File: config.mk
export PLATFORM = sky130hd
export DESIGN_NAME = rf_operand_stage
export DESIGN_NICKNAME = d
export VERILOG_FILES = /design/src/rtl/rf_operand_stage.sv
export SDC_FILE = /design/constraint.sdc
export NUM_CORES = 1
export LEC_CHECK = 0
export ABC_AREA = 1
export CAP_MARGIN = 10
export CORE_MARGIN = 1.5
export CORE_UTILIZATION = 45
export DETAILED_ROUTE_END_ITERATION = 12
export HOLD_SLACK_MARGIN = 0.1
export PLACE_DENSITY = 0.63
export SLEW_MARGIN = 15
export SYNTH_ARGS = -nofsm -noshare
export SYNTH_HDL_FRONTEND = slang
export SYNTH_SLANG_ARGS = --single-unit
File: constraint.sdc
create_clock -name clk -period 4 [get_ports clk]
set_input_delay 0.8 -clock clk [delete_from_list [all_inputs] [get_ports clk]]
set_output_delay 0.8 -clock clk [all_outputs]
set_load 0.02 [all_outputs]
File: src/rtl/rf_operand_stage.sv
// 16 x 16-bit register file feeding the ALU a/b operand paths. R0 is hardwired to zero.
// Optional same-cycle write-to-read forwarding when RF_WRITE_BYPASS_EN is defined.
module rf_operand_stage #(
  parameter int DATA_W = 16,
  parameter int ADDR_W = 4
) (
  input  logic              clk,
  input  logic              rst_n,
  input  logic [ADDR_W-1:0] src_reg1,
  input  logic [ADDR_W-1:0] src_reg2,
  input  logic [ADDR_W-1:0] dst_reg,
  input  logic              write_reg,
  input  logic [DATA_W-1:0] dst_data,
  output logic [DATA_W-1:0] src_data1,
  output logic [DATA_W-1:0] src_data2,
  output logic              r0_write_attempt
);

  localparam int DEPTH = 1 << ADDR_W;

  logic [DATA_W-1:0] regs [DEPTH];
  logic              wr_any;
  logic              wr_data;

  assign wr_any  = write_reg;
  assign wr_data = write_reg && (dst_reg != '0);

  // Entry 0 is never written, so it stays at its reset value of zero.
  always_ff @(posedge clk or negedge rst_n) begin
    if (!rst_n) begin
      for (int i = 0; i < DEPTH; i++) begin
        regs[i] <= '0;
      end
    end else if (wr_data) begin
      regs[dst_reg] <= dst_data;
    end
  end

  always_ff @(posedge clk or negedge rst_n) begin
    if (!rst_n) begin
      r0_write_attempt <= 1'b0;
    end else if (wr_any && (dst_reg == '0)) begin
      r0_write_attempt <= 1'b1;
    end
  end

  logic [DATA_W-1:0] stored1;
  logic [DATA_W-1:0] stored2;

  always_comb begin
    stored1 = '0;
    stored2 = '0;
    if (src_reg1 != '0) stored1 = regs[src_reg1];
    if (src_reg2 != '0) stored2 = regs[src_reg2];
  end

`ifdef RF_WRITE_BYPASS_EN
  // Forward the in-flight write; gated by rst_n so reset still reads zero.
  logic fwd1;
  logic fwd2;

  assign fwd1 = rst_n && wr_data && (src_reg1 == dst_reg);
  assign fwd2 = rst_n && wr_data && (src_reg2 == dst_reg);

  always_comb begin
    src_data1 = stored1;
    src_data2 = stored2;
    if (fwd1) src_data1 = dst_data;
    if (fwd2) src_data2 = dst_data;
  end
`else
  always_comb begin
    src_data1 = stored1;
    src_data2 = stored2;
  end
`endif

endmodule

==> out/results.tsv <==
stage	metric	value	unit
detailed_routing	DR WL/cell	18.0	um
detailed_routing	Vias/cell	5.40	
detailed_routing	DRC Markers	0	
critical_path	r2r setup slk	3.29	ns
timing	Fin. Hold Viols	0	
clock_network	CTS tree	yes	
grt	GRT Resource Usage Total	0.294	
timing	worst hold slack	0.239	ns
detailed_routing	drt pass-1 iters	8	
synth	register area share after synthesis	0.426	
timing	Tcrit/Tclk final	0.982	
clock_network	Clk pin slew, worst setup/hold paths	0.06	ns
placed_design	dpl ws	0.112	ns
clock_network	Inserted Clock Buffers	30	
grt	grt ovf	0	
floorplan	Starting Density	0.460	
critical_path	Critical Path Fanout Max	16	
timing	final worst path period need	3.93	ns
critical_path	Critical-path top delay cell	nor4_4	
power_and_ir_drop	Leakage	8.94	nW
critical_path	CP max stage delay	0.90	ns
worst_hold_path	Hold/Removal Path Class	in2async	
timing	Setup TNS	0	ns
timing	Slew Limit Fails	0	
final_layout	n_diodes	0	
synth	Gate Count Post-Synth	2314	
synth	#FFs+latches synth	257	
floorplan	Die H	186	um
final_layout	area of the multi-input gates	6750	um^2
power_and_ir_drop	overall power	0.00809	W
detailed_routing	vias	14900	
synth	Mapped Nets	2345	
floorplan	Die Footprint	34700	um^2
synth	mapped cell area	15100	um^2
timing	slew margin rel.	0.311	
grt	grt met1 use	0.414	
grt	global routing usage on met2	0.461	
grt	first-pass GRT wire length	79000	um
critical_path	Req. time, crit path	3.20	ns
timing	Setup-failing EPs final	0	
floorplan	die width	186	um
synth	Yosys cell types	18	
timing	Worst Tran Pin Value	1.03	ns
clock_network	Max Root-Sink Buffers	3	
timing	Worst Skew	0	ns
final_layout	area taken by flip-flops and latches	6430	um^2
detailed_routing	post-route ant nets	0	
critical_path	Crit path top cell by count	clkdlybuf4s50_1	
critical_path	crit end category	output pin	
timing	Peak Freq	254	MHz
power_and_ir_drop	peak supply drop	342	uV
placed_design	DP HPWL	31900	um
critical_path	cell depth of the worst flop-to-flop path	2	
floorplan	CORE AREA	32800	um^2
final_layout	fillers	3266	
status	outcome	complete, no violations	
timing	post-route worst setup slack	0.0705	ns
clock_network	clock latency on the worst-skew pair	0.55	ns
grt	initial antenna violation count	0	
clock_network	Clock Root Buffer	clkbuf_16	
grt	number of global-route vias before repair	13900	
placed_design	I/O Buffers	63	
final_layout	nets	2324	
critical_path	reg2reg end	regs[159]$_DFFE_PN0P_	
power_and_ir_drop	Pwr Density	474	nW/um^2
clock_network	CTS Sinks	257	
final_layout	share of cells above drive strength 1	0.0523	
grt	GR peak layer	met2	
timing	RSZ-0062 raised after global routing	false	
critical_path	Setup CP Type	in2out	
clock_network	setup bufs post-CTS	0	
floorplan	row count	66	
detailed_routing	final WL	49500	um
clock_network	Hold Buf Count CTS	0	
placed_design	GPL Wtd Cong	0.912	
clock_network	Resize count post-CTS	0	
critical_path	crit path launch type	primary input	
final_layout	final core occ	0.520	
grt	grt met3 use	0.0477	
floorplan	Ports	64	
detailed_routing	DR iter-0 viols	1746	
grt	largest net degree at the start of global routing	100	
flow_run	Max-Cap Viols	0	
critical_path	worst path cell trace	clkdlybuf4s50_1 > nor4_4 > a21oi_1 > clkdlybuf4s50_1	
final_layout	synthesis-to-finish area growth	13.0	%
clock_network	CTS HTree Levels	1	
synth	Syn Area/Cell	6.52	um^2
critical_path	RR Startpoint	regs[159]$_DFFE_PN0P_	
synth	yosys warns	0	
critical_path	Critical Path AT	3.13	ns
==> synth_stat cells, drive strengths merged <==
cell	count	area, um^2
a21oi	32	160
a31o	1	8.76
buf	93	459
clkbuf	82	308
dfrtp	257	6430
inv	314	1180
nand2	924	3470
nand3	355	1780
nor2	12	50.1
nor3	2	20.0
nor4	2	33.8
o21ai	240	1200
==> through the flow <==
stage / cells / area (um^2)
final: 2755 / 17100
after global routing: 2755 / 17100
after CTS: 2755 / 17100
after detailed placement: 2703 / 16100
after global placement: 2703 / 16100
after floorplan: 2314 / 15100
==> layer usage <==
| layer | vias up | routed length, um |
|---|---|---|
| li1 | 7105 | - |
| met1 | 6995 | 21900 |
| met2 | 674 | 22200 |
| met3 | 106 | 4030 |
| met4 | 0 | 1400 |
| met5 | - | 0 |
==> critical path: cells and delay by family <==
| kind | cells | cell delay (ns) |
|---|---|---|
| buf+inv | 2 | 1.17 |
| simple gates | 1 | 0.90 |
| compound gates | 1 | 0.26 |
==> area by class of cell <==
class / instances / area share
Sequential cell: 257 / 0.377
Multi-Input combinational cell: 1568 / 0.396
Clock inverter: 7 / 0.00499
Timing Repair Buffer: 122 / 0.0704
Clock buffer: 45 / 0.0503
Tap cell: 442 / 0.0324
Inverter: 314 / 0.0694
==> state kept, by name, summed over array words and instances, names as in the netlist <==
register          cells
r0_write_attempt      1
regs                256
==> cell families (layout without fill, tap and decap cells) <==
| kind of cell | after synthesis | in the layout | synth area share |
|---|---|---|---|
| buffers and inverters | 489 | 488 | 0.129 |
| AO/OA/AOI/OAI | 273 | 273 | 0.0908 |
| AND/OR/NAND/NOR | 1295 | 1295 | 0.354 |
| flip-flops | 257 | 257 | 0.426 |
==> layout by cell type (no fill, tap or decap) <==
cell type / n
nor2_2: 3
inv_2: 5
bufinv_16: 2
buf_12: 11
nor3_4: 2
inv_1: 307
nor2_4: 1
inv_4: 2
buf_8: 1
o21ai_1: 16
nor4_4: 2
o21ai_0: 224
nand3_1: 355
clkinv_2: 5
clkdlybuf4s50_1: 58
buf_4: 50
a21oi_1: 32
dfrtp_1: 257
clkbuf_8: 3
nand2_1: 924
a31o_2: 1
clkbuf_1: 11
clkbuf_16: 31
buf_2: 2
nor2_1: 8
==> where the power goes <==
group | internal (W) | switching, W
clock network | 0.00159 | 0.00111
registers | 0.00312 | 0.000232
logic | 0.000713 | 0.00133
total | 0.00542 | 0.00266
==> worst max-delay path by stage <==
stage	from	end	slack, ns	cells past startpoint
6_report	src_reg2[2]	src_data2[14]	0.07	4
5_1_grt	src_reg1[2]	src_data1[14]	0.03	9
4_1_cts	src_reg2[2]	src_data2[14]	0.11	4
3_5_place_dp	src_reg2[2]	src_data2[14]	0.11	4
3_3_place_gp	src_reg2[2]	src_data2[14]	0.13	4
2_1_floorplan	src_reg2[2]	src_data2[10]	1.24	7
(Power assumes the default switching activity.)
